<file path="config.mk">
export PLATFORM = sky130hd
export DESIGN_NAME = power_sequencer
export DESIGN_NICKNAME = d
export VERILOG_FILES = /design/src/rtl/power_sequencer.sv
export SDC_FILE = /design/constraint.sdc
export NUM_CORES = 1
export LEC_CHECK = 0
export ABC_AREA = 0
export BUFFER_PORTS_ARGS = -buffer_cell sky130_fd_sc_hd__buf_2
export CAP_MARGIN = 25
export CORE_MARGIN = 2
export CORE_UTILIZATION = 45
export DETAILED_ROUTE_END_ITERATION = 8
export SETUP_SLACK_MARGIN = 0.3
export SLEW_MARGIN = 25
export SYNTH_ARGS = -nofsm -noshare
export SYNTH_HDL_FRONTEND = slang
export SYNTH_SLANG_ARGS = --single-unit
</file>
<file path="constraint.sdc">
create_clock -name i_clk -period 2.19 [get_ports i_clk]
set_clock_uncertainty 0.15 [all_clocks]
set_input_delay 0.1095 -clock i_clk [delete_from_list [all_inputs] [get_ports i_clk]]
set_output_delay 0.1095 -clock i_clk [all_outputs]
set_load 0.005 [all_outputs]
</file>
<file path="src/rtl/power_sequencer.sv">
// power_sequencer
//   Brings the three PMIC supply stages up in order (enable, wait for good,
//   settle), takes them down in reverse order on request, and latches a fault
//   on any good-flag timeout or lost rail. A fault drops every enable at once.
//
// Ports
//   i_clk            system clock
//   i_reset          synchronous active-high reset
//   i_enable         1 = power up and stay up, 0 = power down
//   i_clearFault     clears the fault latch (only while i_enable = 0)
//   i_S1Good..S3Good stage good flags (each includes the stages below it)
//   o_S1Enable..S3   regulator enables
//   o_monitorResetn  active-low clear for the rail monitor fault latches
//   o_allUp          all stages up and settled
//   o_fault          latched fault
//   o_faultStage     failing stage 1..3, 0 = no fault
//   o_faultTimeout   1 = stage never came good, 0 = stage dropped after good
module power_sequencer #(
  parameter int unsigned TIMEOUT_CYCLES = 100000,
  parameter int unsigned SETTLE_CYCLES  = 1000,
  parameter int unsigned CNT_W          = 20
) (
  input  logic       i_clk,
  input  logic       i_reset,
  input  logic       i_enable,
  input  logic       i_clearFault,
  input  logic       i_S1Good,
  input  logic       i_S2Good,
  input  logic       i_S3Good,
  output logic       o_S1Enable,
  output logic       o_S2Enable,
  output logic       o_S3Enable,
  output logic       o_monitorResetn,
  output logic       o_allUp,
  output logic       o_fault,
  output logic [1:0] o_faultStage,
  output logic       o_faultTimeout
);

  typedef enum logic [3:0] {
    IDLE,
    CLR,
    S1_WAIT,
    S1_SETTLE,
    S2_WAIT,
    S2_SETTLE,
    S3_WAIT,
    S3_SETTLE,
    UP,
    DOWN3,
    DOWN2,
    DOWN1,
    FAULT
  } state_t;

  localparam logic [CNT_W-1:0] TIMEOUT_LAST = CNT_W'(TIMEOUT_CYCLES - 1);
  localparam logic [CNT_W-1:0] SETTLE_LAST  = CNT_W'(SETTLE_CYCLES - 1);

  state_t           r_state;
  state_t           w_next;
  logic [CNT_W-1:0] r_cnt;

  logic       r_S1Enable;
  logic       r_S2Enable;
  logic       r_S3Enable;
  logic       r_monitorResetn;
  logic       r_allUp;
  logic       r_fault;
  logic [1:0] r_faultStage;
  logic       r_faultTimeout;

  logic       w_S1Enable;
  logic       w_S2Enable;
  logic       w_S3Enable;
  logic       w_monitorResetn;
  logic       w_allUp;
  logic       w_fault;
  logic [1:0] w_faultStage;
  logic       w_faultTimeout;

  logic [2:0] w_goods;
  logic [1:0] w_drop1;
  logic [1:0] w_drop2;
  logic [1:0] w_drop3;
  logic       w_timeoutHit;
  logic       w_settleHit;
  logic       w_timed;

  // Lowest stage among 1..upto whose good flag is low; 0 if none.
  function automatic logic [1:0] lowest_drop(input logic [2:0] good, input logic [1:0] upto);
    logic [1:0] stage;
    stage = 2'd0;
    if (upto >= 2'd3 && !good[2]) stage = 2'd3;
    if (upto >= 2'd2 && !good[1]) stage = 2'd2;
    if (upto >= 2'd1 && !good[0]) stage = 2'd1;
    return stage;
  endfunction

  assign w_goods      = {i_S3Good, i_S2Good, i_S1Good};
  assign w_drop1      = lowest_drop(w_goods, 2'd1);
  assign w_drop2      = lowest_drop(w_goods, 2'd2);
  assign w_drop3      = lowest_drop(w_goods, 2'd3);
  assign w_timeoutHit = (r_cnt == TIMEOUT_LAST);
  assign w_settleHit  = (r_cnt == SETTLE_LAST);
  assign w_timed      = (r_state inside {S1_WAIT, S1_SETTLE, S2_WAIT, S2_SETTLE,
                                         S3_WAIT, S3_SETTLE, DOWN3, DOWN2, DOWN1});

  // State, counter and registered outputs. Outputs are decoded from the
  // next state so they line up with the state they describe.
  always_ff @(posedge i_clk) begin
    if (i_reset) begin
      r_state         <= IDLE;
      r_cnt           <= '0;
      r_S1Enable      <= 1'b0;
      r_S2Enable      <= 1'b0;
      r_S3Enable      <= 1'b0;
      r_monitorResetn <= 1'b0;
      r_allUp         <= 1'b0;
      r_fault         <= 1'b0;
      r_faultStage    <= '0;
      r_faultTimeout  <= 1'b0;
    end else begin
      r_state <= w_next;
      // Counter restarts on every state entry and idles at 0 in untimed states.
      if (w_next != r_state || !w_timed) begin
        r_cnt <= '0;
      end else begin
        r_cnt <= r_cnt + 1'b1;
      end
      r_S1Enable      <= w_S1Enable;
      r_S2Enable      <= w_S2Enable;
      r_S3Enable      <= w_S3Enable;
      r_monitorResetn <= w_monitorResetn;
      r_allUp         <= w_allUp;
      r_fault         <= w_fault;
      r_faultStage    <= w_faultStage;
      r_faultTimeout  <= w_faultTimeout;
    end
  end

  // Next state. In every active state the order is: lower-rail drop,
  // own timeout/drop, power-down request, normal progression.
  always_comb begin
    w_next         = r_state;
    w_faultStage   = r_faultStage;
    w_faultTimeout = r_faultTimeout;
    case (r_state)
      IDLE: begin
        if (i_enable) w_next = CLR;
      end
      CLR: begin
        w_next = i_enable ? S1_WAIT : IDLE;
      end
      S1_WAIT: begin
        if (!i_S1Good && w_timeoutHit) begin
          w_next = FAULT; w_faultStage = 2'd1; w_faultTimeout = 1'b1;
        end else if (!i_enable) begin
          w_next = DOWN1;
        end else if (i_S1Good) begin
          w_next = S1_SETTLE;
        end
      end
      S1_SETTLE: begin
        if (w_drop1 != 2'd0) begin
          w_next = FAULT; w_faultStage = w_drop1; w_faultTimeout = 1'b0;
        end else if (!i_enable) begin
          w_next = DOWN1;
        end else if (w_settleHit) begin
          w_next = S2_WAIT;
        end
      end
      S2_WAIT: begin
        if (w_drop1 != 2'd0) begin
          w_next = FAULT; w_faultStage = w_drop1; w_faultTimeout = 1'b0;
        end else if (!i_S2Good && w_timeoutHit) begin
          w_next = FAULT; w_faultStage = 2'd2; w_faultTimeout = 1'b1;
        end else if (!i_enable) begin
          w_next = DOWN2;
        end else if (i_S2Good) begin
          w_next = S2_SETTLE;
        end
      end
      S2_SETTLE: begin
        if (w_drop2 != 2'd0) begin
          w_next = FAULT; w_faultStage = w_drop2; w_faultTimeout = 1'b0;
        end else if (!i_enable) begin
          w_next = DOWN2;
        end else if (w_settleHit) begin
          w_next = S3_WAIT;
        end
      end
      S3_WAIT: begin
        if (w_drop2 != 2'd0) begin
          w_next = FAULT; w_faultStage = w_drop2; w_faultTimeout = 1'b0;
        end else if (!i_S3Good && w_timeoutHit) begin
          w_next = FAULT; w_faultStage = 2'd3; w_faultTimeout = 1'b1;
        end else if (!i_enable) begin
          w_next = DOWN3;
        end else if (i_S3Good) begin
          w_next = S3_SETTLE;
        end
      end
      S3_SETTLE: begin
        if (w_drop3 != 2'd0) begin
          w_next = FAULT; w_faultStage = w_drop3; w_faultTimeout = 1'b0;
        end else if (!i_enable) begin
          w_next = DOWN3;
        end else if (w_settleHit) begin
          w_next = UP;
        end
      end
      UP: begin
        if (w_drop3 != 2'd0) begin
          w_next = FAULT; w_faultStage = w_drop3; w_faultTimeout = 1'b0;
        end else if (!i_enable) begin
          w_next = DOWN3;
        end
      end
      DOWN3: begin
        if (w_settleHit) w_next = DOWN2;
      end
      DOWN2: begin
        if (w_settleHit) w_next = DOWN1;
      end
      DOWN1: begin
        if (w_settleHit) w_next = IDLE;
      end
      FAULT: begin
        if (i_clearFault && !i_enable) begin
          w_next = IDLE; w_faultStage = 2'd0; w_faultTimeout = 1'b0;
        end
      end
      default: begin
        w_next = IDLE;
      end
    endcase
  end

  // Output decode of the next state.
  always_comb begin
    w_S1Enable      = 1'b0;
    w_S2Enable      = 1'b0;
    w_S3Enable      = 1'b0;
    w_monitorResetn = 1'b1;
    w_allUp         = 1'b0;
    w_fault         = 1'b0;
    case (w_next)
      CLR: w_monitorResetn = 1'b0;
      S1_WAIT, S1_SETTLE, DOWN2: w_S1Enable = 1'b1;
      S2_WAIT, S2_SETTLE, DOWN3: begin
        w_S1Enable = 1'b1;
        w_S2Enable = 1'b1;
      end
      S3_WAIT, S3_SETTLE: begin
        w_S1Enable = 1'b1;
        w_S2Enable = 1'b1;
        w_S3Enable = 1'b1;
      end
      UP: begin
        w_S1Enable = 1'b1;
        w_S2Enable = 1'b1;
        w_S3Enable = 1'b1;
        w_allUp    = 1'b1;
      end
      FAULT: w_fault = 1'b1;
      default: ;
    endcase
  end

  assign o_S1Enable      = r_S1Enable;
  assign o_S2Enable      = r_S2Enable;
  assign o_S3Enable      = r_S3Enable;
  assign o_monitorResetn = r_monitorResetn;
  assign o_allUp         = r_allUp;
  assign o_fault         = r_fault;
  assign o_faultStage    = r_faultStage;
  assign o_faultTimeout  = r_faultTimeout;

endmodule

</file>
==> run_summary.xml, run 1 <==
<?xml version="1.0" encoding="UTF-8"?>
<metrics>
  <group name="status">
    <metric name="status" unit="">complete, but fails checks</metric>
    <metric name="failed_checks" unit="">negative setup slack</metric>
  </group>
  <group name="global_routing">
    <metric name="grt_max_degree" unit="">21</metric>
    <metric name="grt_util_all_layers" unit="%">26.0</metric>
    <metric name="number_of_global_route_vias_before_repair" unit="">2606</metric>
    <metric name="grt_first_pass_wirelength" unit="um">12400</metric>
    <metric name="initial_antenna_violation_count" unit="">0</metric>
    <metric name="grt.overflow.total" unit="">0</metric>
  </group>
  <group name="finish">
    <metric name="layout_common_cells" unit="">buf_4, nor2_2, dfxtp_1</metric>
    <metric name="final_design_area_no_fill" unit="um^2">3740</metric>
    <metric name="fillers" unit="">402</metric>
    <metric name="drive_above_1_share" unit="%">54.7</metric>
    <metric name="antenna_cells_inserted" unit="">0</metric>
    <metric name="most_common_cell_after_layout_fill_and_taps_aside" unit="">buf_4</metric>
    <metric name="finish.net_count" unit="">409</metric>
    <metric name="growth_of_design_area_from_synthesis_to_finish" unit="%">54.9</metric>
  </group>
  <group name="floorplanning">
    <metric name="die_w" unit="um">77.2</metric>
    <metric name="floorplan.initialDensity" unit="%">47.0</metric>
    <metric name="die-area" unit="um^2">5970</metric>
    <metric name="io_pins" unit="">16</metric>
    <metric name="std_cell_rows" unit="">26</metric>
    <metric name="dieHeight" unit="um">77.2</metric>
    <metric name="floorplan.core_area" unit="um^2">5140</metric>
  </group>
  <group name="clock_network">
    <metric name="clk_path_buf_depth" unit="">2</metric>
    <metric name="tritoncts" unit="">built</metric>
    <metric name="cts_inserted_buffers" unit="">5</metric>
    <metric name="path_clk_slew" unit="ns">0.07</metric>
    <metric name="clkSinkCount" unit="">33</metric>
    <metric name="clkLatencyLatePin" unit="ns">0.29</metric>
    <metric name="clock_tree.htree_level_count" unit="">2</metric>
    <metric name="clock-root-buffer" unit="">clkbuf_8</metric>
  </group>
  <group name="critical_path">
    <metric name="path_class" unit="">flip-flop to flip-flop</metric>
    <metric name="timing.critical_path.cells" unit="">buf_12, nor3b_1, o21ai_0, a21oi_1, or4_4, nor2_4, or4b_4, o31ai_2</metric>
    <metric name="timing.critical_path.to_type" unit="">flip-flop</metric>
    <metric name="critPathSlowestCell" unit="">or4_4</metric>
    <metric name="critPathLaunchType" unit="">flip-flop</metric>
    <metric name="critical_path_peak_fanout" unit="">9</metric>
    <metric name="critical_path_required_time" unit="ns">2.25</metric>
    <metric name="worstPathArrival" unit="ns">2.48</metric>
    <metric name="r2r_slack" unit="ns">-0.22</metric>
    <metric name="critical_path.max_stage_delay" unit="ns">0.54</metric>
  </group>
  <group name="sta">
    <metric name="fmax" unit="GHz">0.415</metric>
    <metric name="worst_slack" unit="ns">-0.222</metric>
    <metric name="worstMarginPinSlew" unit="ns">0.401</metric>
    <metric name="timing.final.setup_violations" unit="">27</metric>
    <metric name="slew_headroom" unit="%">73.1</metric>
    <metric name="timing_max_transition_violations_final" unit="">0</metric>
    <metric name="rsz0062_at_grt" unit="">yes</metric>
    <metric name="final.period_utilization" unit="%">110</metric>
    <metric name="period_minus_ws_final" unit="ns">2.41</metric>
    <metric name="final_hold_vios" unit="">0</metric>
    <metric name="timing.hold.ws" unit="ns">0.144</metric>
  </group>
  <group name="place">
    <metric name="numPortBuffers" unit="">15</metric>
    <metric name="placedInstanceArea" unit="um^2">3140</metric>
    <metric name="place.detailed.hpwl" unit="um">5280</metric>
    <metric name="final_estimated_routing_congestion_in_global_placement" unit="">0.919</metric>
  </group>
  <group name="yosys">
    <metric name="number_of_instances_in_the_synthesized_netlist" unit="">292</metric>
    <metric name="synth-seq-area-share" unit="%">27.4</metric>
    <metric name="syn_area_per_cell" unit="um^2">8.27</metric>
    <metric name="yosysTopAreaCellShare" unit="%">27.4</metric>
    <metric name="synth_top_cells_by_area" unit="">dfxtp_1, nor2_2, nand2_1</metric>
    <metric name="yosys.area.top_type" unit="">dfxtp_1</metric>
    <metric name="asr_flop_ratio_synth" unit="%">0</metric>
    <metric name="yosysWarningCount" unit="">0</metric>
    <metric name="yosys_most_used_dff" unit="">dfxtp_1</metric>
    <metric name="total_standard_cell_area_after_synthesis" unit="um^2">2410</metric>
    <metric name="syn-num-nets" unit="">300</metric>
    <metric name="post_synth_edffs" unit="">0</metric>
    <metric name="synth.distinct_cells" unit="">69</metric>
    <metric name="synth-seq-cells" unit="">33</metric>
  </group>
  <group name="power">
    <metric name="worst_ir_drop_vdd" unit="V">0.000578</metric>
    <metric name="power.density_cell_area" unit="nW/um^2">866</metric>
    <metric name="leakage_power" unit="uW">0.00146</metric>
  </group>
  <group name="drt">
    <metric name="drtPass1Iterations" unit="">5</metric>
    <metric name="via_per_inst" unit="">5.72</metric>
    <metric name="antenna_violating_nets_post_route" unit="">0</metric>
    <metric name="route.detailed.wl_per_inst" unit="um">17.0</metric>
    <metric name="drt_first_iter_violations" unit="">227</metric>
    <metric name="route.detailed.drc" unit="">0</metric>
    <metric name="via_count" unit="">2702</metric>
    <metric name="drt_wl_total" unit="um">8010</metric>
  </group>
  <group name="job">
    <metric name="timing.max_cap.violations" unit="">0</metric>
  </group>
  <group name="worst_hold_path">
    <metric name="min_path_type" unit="">primary input to flip-flop</metric>
  </group>
</metrics>
routing by layer:
layer / share of wire, % / vias up / GRT usage (%) / wire length [um]
li1: - / 1278 / - / -
met1: 40 / 1269 / 29.7 / 3210
met2: 52 / 127 / 47.0 / 4140
met3: 5.2 / 28 / 4.82 / 420
met4: 3.0 / 0 / 10.7 / 244
met5: 0 / - / 0 / 0
synth_stat cells (3+ instances only):
cell      number
a211oi_1       4
a21oi_1       16
a31oi_1        4
and2_1         3
and3_1         5
buf_2          4
buf_6          5
clkbuf_8       5
dfxtp_1       33
inv_1         13
mux2i_1        4
nand2_1       25
nand2b_1       4
nand3_1       10
nand4_1        7
nor2_1        18
nor2_2        20
nor3_1         9
nor4_1         4
o21a_1         4
o21ai_0       14
o22ai_1        6
o31ai_1        3
xnor2_1       10
xor2_1         8
registers in the layout, indices dropped and copies added, names as in the netlist:
signal	flops
r_cnt	20
o_S1Enable	1
r_state	4
o_S2Enable	1
o_fault	1
o_faultStage	2
o_S3Enable	1
o_monitorResetn	1
o_allUp	1
o_faultTimeout	1
what timing repair did:
| item | in CTS | in global routing |
|---|---|---|
| setup buffers | 12 | 5 |
| hold buffers | 1 | 0 |
| pin swaps | 16 | 20 |
| hold endpoints to repair | 5 | 0 |
| endpoints found under the setup margin | 32 | 32 |
| gates resized for setup | 40 | 40 |
report_power, final:
part	leakage (uW)	total (uW)	switching, uW	internal [uW]
combinational	0.00113	1870	955	914
clock	0.0000574	609	239	370
sequential	0.000273	758	74.4	684
cells by family after synthesis:
family | Yosys count | synth area share (%)
flops | 33 | 27.4
mux | 4 | 1.66
fa+ha+maj | 1 | 0.518
xor+xnor | 18 | 6.53
buf+inv | 31 | 9.43
simple gates | 131 | 33.2
compound gates | 74 | 21.3
final timing paths:
kind,from,end,cells after the start
worst max-delay path,r_state[2],o_S3Enable,8
worst min-delay path,i_enable,o_monitorResetn,3
worst min register to register,o_faultStage[1],o_faultStage[1],2
worst max register to register,r_state[2],o_S3Enable,8
worst max-delay path: cells and delay by family, from the launching register on:
family | cells | cell delay [ns]
DFF | 1 | 0.37
AOI/OAI and AO/OA | 3 | 0.42
buffers and inverters | 1 | 0.14
and+or+nand+nor | 4 | 1.25
per-stage QoR:
stage                     worst slack (ns)  std cells  power [uW]  utilization, %  TNS, ns
after floorplan                     0.0548        292        1630               -        0
after global placement              -0.253        446        2150            61.0    -4.85
after detailed placement            -0.222        446        2150            61.0    -4.27
after CTS                           -0.159        467        2990            68.7    -2.87
after global routing                -0.300        472        3410            72.7    -6.59
final                               -0.222        472        3240            72.7    -4.19
area by class of cell:
type                    instances  area, um^2  area share (%)
multi-input cells             228        1870            50.0
repair buffers                120         933            25.0
clock buffers                   6        82.6            2.21
well taps                      70        87.6            2.34
flip-flops and latches         33         681            18.2
clock inverters                 2        37.5            1.00
inverters                      13        48.8            1.31
(Power assumes the default switching activity.)
==> run 2: changes to the inputs <==
- clock period: 2.19 -> 2.6 ns (I/O delays scaled with it)
==> run_summary.xml, run 2 (synthesis gave the netlist of run 1 again) <==
<?xml version="1.0" encoding="UTF-8"?>
<metrics>
  <group name="power">
    <metric name="leakage_power" unit="uW">0.00105</metric>
    <metric name="worst_ir_drop_vdd" unit="V">0.000595</metric>
    <metric name="power.density_cell_area" unit="nW/um^2">736</metric>
  </group>
  <group name="sta">
    <metric name="timing_max_transition_violations_final" unit="">0</metric>
    <metric name="period_minus_ws_final" unit="ns">2.39</metric>
    <metric name="timing.final.setup_violations" unit="">0</metric>
    <metric name="final_hold_vios" unit="">0</metric>
    <metric name="worstMarginPinSlew" unit="ns">0.498</metric>
    <metric name="fmax" unit="GHz">0.418</metric>
    <metric name="final.period_utilization" unit="%">92.0</metric>
    <metric name="slew_headroom" unit="%">66.5</metric>
    <metric name="rsz0062_at_grt" unit="">yes</metric>
    <metric name="timing.hold.ws" unit="ns">0.0904</metric>
  </group>
  <group name="floorplanning">
    <metric name="io_pins" unit="">16</metric>
    <metric name="std_cell_rows" unit="">26</metric>
    <metric name="die-area" unit="um^2">5970</metric>
    <metric name="floorplan.core_area" unit="um^2">5140</metric>
    <metric name="dieHeight" unit="um">77.2</metric>
    <metric name="floorplan.initialDensity" unit="%">47.0</metric>
    <metric name="die_w" unit="um">77.2</metric>
  </group>
  <group name="critical_path">
    <metric name="worstPathArrival" unit="ns">2.45</metric>
    <metric name="critical_path_peak_fanout" unit="">6</metric>
    <metric name="critPathSlowestCell" unit="">or4_4</metric>
    <metric name="crit_family" unit="">simple AND/OR/NAND/NOR gates</metric>
    <metric name="critical_path_required_time" unit="ns">2.65</metric>
    <metric name="timing.critical_path.to_type" unit="">flip-flop</metric>
    <metric name="count_of_buffer_and_inverter_cells_on_the_critical_path" unit="">1</metric>
    <metric name="path_class" unit="">flip-flop to flip-flop</metric>
    <metric name="timing.critical_path.cells" unit="">buf_6, and2b_2, o211ai_1, a211oi_2, or4_4, nor2_4, or4b_1, o31ai_1</metric>
    <metric name="critical_path.max_stage_delay" unit="ns">0.54</metric>
    <metric name="critPathLaunchType" unit="">flip-flop</metric>
  </group>
  <group name="global_routing">
    <metric name="initial_antenna_violation_count" unit="">0</metric>
    <metric name="grt.overflow.total" unit="">0</metric>
    <metric name="grt_max_degree" unit="">21</metric>
    <metric name="number_of_global_route_vias_before_repair" unit="">2178</metric>
    <metric name="grt_util_all_layers" unit="%">23.2</metric>
    <metric name="grt_first_pass_wirelength" unit="um">11000</metric>
  </group>
  <group name="finish">
    <metric name="multi_input_gate_area_in_the_final_layout" unit="um^2">1690</metric>
    <metric name="growth_of_design_area_from_synthesis_to_finish" unit="%">25.0</metric>
    <metric name="finish.net_count" unit="">342</metric>
    <metric name="final_cells" unit="">404</metric>
    <metric name="fin_util" unit="%">58.7</metric>
    <metric name="layout_common_cells" unit="">buf_4, nand2_1, nor2_2</metric>
    <metric name="antenna_cells_inserted" unit="">0</metric>
    <metric name="fillers" unit="">492</metric>
    <metric name="most_common_cell_after_layout_fill_and_taps_aside" unit="">buf_4</metric>
    <metric name="max_flop_register" unit="">r_cnt</metric>
    <metric name="final_design_area_no_fill" unit="um^2">3020</metric>
    <metric name="seq_area" unit="um^2">692</metric>
    <metric name="largest_register_ffs" unit="">20</metric>
    <metric name="drive_above_1_share" unit="%">39.8</metric>
  </group>
  <group name="clock_network">
    <metric name="clk_path_buf_depth" unit="">2</metric>
    <metric name="tritoncts" unit="">built</metric>
    <metric name="clock_tree.htree_level_count" unit="">2</metric>
    <metric name="clkLatencyLatePin" unit="ns">0.29</metric>
    <metric name="clkSinkCount" unit="">33</metric>
    <metric name="path_clk_slew" unit="ns">0.07</metric>
    <metric name="cts_inserted_buffers" unit="">5</metric>
    <metric name="clock-root-buffer" unit="">clkbuf_8</metric>
  </group>
  <group name="place">
    <metric name="numPlacedInstances" unit="">381</metric>
    <metric name="place.detailed.hpwl" unit="um">4430</metric>
    <metric name="numPortBuffers" unit="">15</metric>
    <metric name="final_estimated_routing_congestion_in_global_placement" unit="">0.931</metric>
    <metric name="placedInstanceArea" unit="um^2">2590</metric>
  </group>
  <group name="drt">
    <metric name="via_per_inst" unit="">5.82</metric>
    <metric name="route.detailed.wl_per_inst" unit="um">16.6</metric>
    <metric name="drtPass1Iterations" unit="">5</metric>
    <metric name="drt_first_iter_violations" unit="">256</metric>
    <metric name="via_count" unit="">2351</metric>
    <metric name="route.detailed.drc" unit="">0</metric>
    <metric name="drt_wl_total" unit="um">6690</metric>
    <metric name="antenna_violating_nets_post_route" unit="">0</metric>
  </group>
  <group name="job">
    <metric name="timing.max_cap.violations" unit="">0</metric>
  </group>
  <group name="status">
    <metric name="status" unit="">completed</metric>
  </group>
  <group name="worst_hold_path">
    <metric name="min_path_type" unit="">primary input to flip-flop</metric>
  </group>
</metrics>
==> run 2: cell count changes in the layout (fill, tap and decap cells not counted), sizes merged <==
cell      before  now
buf          118   52
bufinv         1    0
clkbuf         7    6
clkinvlp       1    2
inv           13   12
==> run 2: report_power, final <==
group          internal, uW  switching, uW  total [uW]
combinational           528            645        1170
clock                   209            197         406
sequential              577           63.1         641
==> run 2: stage by stage <==
step	TNS (ns)	setup WS (ns)	power, uW
floorplan	0	0.341	1340
global placement	0	0.0574	1610
detailed placement	-0.0119	-0.0119	1600
CTS	0	0.261	2120
global route	0	0.149	2350
finish	0	0.209	2220
==> run 2: final cells by class <==
type | count | share of cell area [%]
clock buffers | 6 | 2.74
clock inverters | 1 | 0.249
inverters | 13 | 1.74
multi-input cells | 228 | 56.1
flip-flops and latches | 33 | 22.9
well taps | 70 | 2.90
repair buffers | 53 | 13.4
==> run 2: timing repair <==
| item | CTS | global route |
|---|---|---|
| resized for setup | 38 | 24 |
| endpoints found under the setup margin | 28 | 29 |
| endpoints found under the hold margin | 5 | 0 |
| pin swaps | 11 | 6 |
| setup buffers | 11 | 4 |
| hold buffers | 1 | 0 |
==> run 2: final timing paths <==
path | start | end | slack (ns) | cells past startpoint
max | r_state[2] | o_S3Enable | 0.21 | 8
min reg2reg | r_cnt[0] | r_cnt[0] | 0.29 | 1
max reg2reg | r_state[2] | o_S3Enable | 0.21 | 8
min | i_enable | o_monitorResetn | 0.09 | 2
==> run 2: worst reg2reg max path: stages (launching register included) <==
cell and delay, ns:
dfxtp_4 0.39, buf_6 0.13, and2b_2 0.21, o211ai_1 0.13, a211oi_2 0.12, or4_4 0.54, nor2_4 0.13, or4b_1 0.44
o31ai_1 0.08
==> run 2: layer usage <==
layer	track usage, %	vias up	wire [um]
li1	-	1148	-
met5	0	-	0
met3	5.06	18	384
met4	7.68	0	121
met2	33.9	83	2970
met1	33.5	1102	3210
==> run 3: changes to the inputs <==
- CAP_MARGIN: 25 -> unset
- CORE_MARGIN: 2 -> unset
==> run_summary.xml, run 3 (synthesis gave the netlist of run 1 again) <==
<?xml version="1.0" encoding="UTF-8"?>
<metrics>
  <group name="worst_hold_path">
    <metric name="worstHoldEndpoint" unit="">o_monitorResetn</metric>
    <metric name="min_path_type" unit="">primary input to flip-flop</metric>
    <metric name="holdCritStartpoint" unit="">i_enable</metric>
    <metric name="holdPathStages" unit="">2</metric>
  </group>
  <group name="finish">
    <metric name="growth_of_design_area_from_synthesis_to_finish" unit="%">18.6</metric>
    <metric name="drive_above_1_share" unit="%">34.5</metric>
    <metric name="final_cells" unit="">400</metric>
    <metric name="antenna_cells_inserted" unit="">0</metric>
    <metric name="finish.net_count" unit="">338</metric>
    <metric name="layout_common_cells" unit="">buf_4, nand2_1, dfxtp_1</metric>
    <metric name="largest_register_ffs" unit="">20</metric>
    <metric name="max_flop_register" unit="">r_cnt</metric>
    <metric name="most_common_cell_after_layout_fill_and_taps_aside" unit="">buf_4</metric>
  </group>
  <group name="global_routing">
    <metric name="grt_max_degree" unit="">21</metric>
    <metric name="initial_antenna_violation_count" unit="">0</metric>
    <metric name="number_of_global_route_vias_before_repair" unit="">2006</metric>
    <metric name="grt_util_all_layers" unit="%">23.0</metric>
    <metric name="grt_first_pass_wirelength" unit="um">9750</metric>
    <metric name="grt.overflow.total" unit="">0</metric>
  </group>
  <group name="drt">
    <metric name="antenna_violating_nets_post_route" unit="">0</metric>
    <metric name="drt_first_iter_violations" unit="">306</metric>
    <metric name="drt_wl_total" unit="um">6120</metric>
    <metric name="route.detailed.drc" unit="">0</metric>
    <metric name="via_count" unit="">2307</metric>
    <metric name="route.detailed.wl_per_inst" unit="um">15.3</metric>
    <metric name="via_per_inst" unit="">5.77</metric>
    <metric name="drtPass1Iterations" unit="">6</metric>
  </group>
  <group name="place">
    <metric name="place.detailed.hpwl" unit="um">4360</metric>
    <metric name="numPortBuffers" unit="">15</metric>
    <metric name="final_estimated_routing_congestion_in_global_placement" unit="">0.967</metric>
    <metric name="numPlacedInstances" unit="">382</metric>
  </group>
  <group name="critical_path">
    <metric name="worstPathArrival" unit="ns">2.47</metric>
    <metric name="critical_path.max_stage_delay" unit="ns">0.59</metric>
    <metric name="rr_worst_depth" unit="">8</metric>
    <metric name="cpMostUsedCell" unit="">buf_4</metric>
    <metric name="timing.critical_path.to_type" unit="">flip-flop</metric>
    <metric name="worst_r2r_endpoint" unit="">o_S3Enable</metric>
    <metric name="path_class" unit="">flip-flop to flip-flop</metric>
    <metric name="timing.critical_path.cells" unit="">buf_4, buf_4, nand2_1, nor3_1, or4_4, nor2_4, or4b_1, o31ai_1</metric>
    <metric name="r2r_slack" unit="ns">0.18</metric>
    <metric name="critical_path_peak_fanout" unit="">14</metric>
    <metric name="critPathLaunchType" unit="">flip-flop</metric>
    <metric name="critical_path_required_time" unit="ns">2.65</metric>
    <metric name="count_of_buffer_and_inverter_cells_on_the_critical_path" unit="">2</metric>
    <metric name="crit_family" unit="">simple AND/OR/NAND/NOR gates</metric>
    <metric name="critPathSlowestCell" unit="">or4_4</metric>
    <metric name="reg2reg_from" unit="">r_state[0]</metric>
  </group>
  <group name="clock_network">
    <metric name="clkLatencyLatePin" unit="ns">0.28</metric>
    <metric name="tritoncts" unit="">built</metric>
    <metric name="clock-root-buffer" unit="">clkbuf_8</metric>
    <metric name="clkSinkCount" unit="">33</metric>
    <metric name="cts_inserted_buffers" unit="">5</metric>
    <metric name="clk_path_buf_depth" unit="">2</metric>
    <metric name="clock_tree.htree_level_count" unit="">2</metric>
    <metric name="path_clk_slew" unit="ns">0.07</metric>
  </group>
  <group name="power">
    <metric name="power.density_cell_area" unit="nW/um^2">714</metric>
    <metric name="leakage_power" unit="uW">0.00102</metric>
    <metric name="worst_ir_drop_vdd" unit="V">0.000461</metric>
  </group>
  <group name="floorplanning">
    <metric name="die_w" unit="um">75.2</metric>
    <metric name="std_cell_rows" unit="">26</metric>
    <metric name="dieHeight" unit="um">75.2</metric>
    <metric name="io_pins" unit="">16</metric>
    <metric name="floorplan.core_area" unit="um^2">5140</metric>
    <metric name="floorplan.initialDensity" unit="%">47.0</metric>
    <metric name="die-area" unit="um^2">5660</metric>
  </group>
  <group name="sta">
    <metric name="final_hold_vios" unit="">0</metric>
    <metric name="rsz0062_at_grt" unit="">yes</metric>
    <metric name="final.period_utilization" unit="%">93.1</metric>
    <metric name="timing.final.setup_violations" unit="">0</metric>
    <metric name="fin_setup_tns" unit="ns">0</metric>
    <metric name="slew_headroom" unit="%">69.3</metric>
    <metric name="worstMarginPinSlew" unit="ns">0.448</metric>
    <metric name="timing_max_transition_violations_final" unit="">0</metric>
    <metric name="period_minus_ws_final" unit="ns">2.42</metric>
    <metric name="fmax" unit="GHz">0.413</metric>
  </group>
  <group name="status">
    <metric name="status" unit="">completed</metric>
  </group>
  <group name="job">
    <metric name="timing.max_cap.violations" unit="">0</metric>
  </group>
</metrics>
## run 3: changes by cell type in the layout (fill, tap and decap cells not counted), moves of 2 or more
| cell | change |
|---|---|
| a211oi_1 | +2 |
| buf_6 | -4 |
| dfxtp_1 | +3 |
| o21ai_2 | -2 |
| dfxtp_4 | -3 |
| a211oi_2 | -2 |
| o21ai_0 | +2 |
## run 3: worst max path at each step
stage	cells after the start	slack [ns]	start	endpoint
floorplan	8	0.34	r_cnt[0]	o_S3Enable
global placement	9	0.06	r_cnt[0]	o_S3Enable
detailed placement	9	0.1	r_cnt[0]	o_S3Enable
CTS	8	0.20	r_cnt[18]	o_S3Enable
global route	8	0.1	r_cnt[14]	o_S3Enable
finish	8	0.18	r_state[0]	o_S3Enable
## run 3: layer usage
metal / track usage (%) / wire (um) / vias to the layer above
li1: - / - / 1141
met1: 33.5 / 2910 / 1041
met2: 33.1 / 2630 / 113
met3: 5.35 / 476 / 12
met4: 8.02 / 115 / 0
met5: 0 / 0 / -
## run 3: repair_timing
action / in CTS / in global routing
gates resized for setup: 14 / 16
hold endpoints to repair: 2 / 0
endpoints found under the setup margin: 27 / 30
pin swaps: 5 / 9
setup buffers: 4 / 6
hold buffers: 1 / 0
## run 3: final cells by class
type / instances / area, um^2
multi-input cells: 228 / 1610
clock buffers: 6 / 82.6
repair buffers: 49 / 345
fillers: 515 / 2280
clock inverters: 1 / 7.51
well taps: 70 / 87.6
flip-flops and latches: 33 / 681
inverters: 13 / 48.8
## run 3: worst reg2reg max path, delay by kind of cell (launching register included)
family          cells  cell delay, ns
buf+inv             2            0.35
simple gates        5            1.39
compound gates      1            0.08
flops               1            0.39
## run 3: power by group
part | internal, uW | total (uW) | switching, uW
clock | 209 | 400 | 190
combinational | 434 | 1010 | 571
sequential | 571 | 637 | 66.1
## run 3: stage by stage
stage	hold slack (ns)	setup WS, ns	cell area (um^2)	power (uW)	utilization [%]
after CTS	0.0551	0.200	2760	2000	53.8
after detailed placement	0.290	0.0968	2580	1570	50.2
after global routing	0.0692	0.0981	2860	2160	55.7
final	0.0671	0.180	2860	2040	55.7
after floorplan	0.193	0.341	2410	1340	-
after global placement	0.285	0.0620	2580	1580	50.2
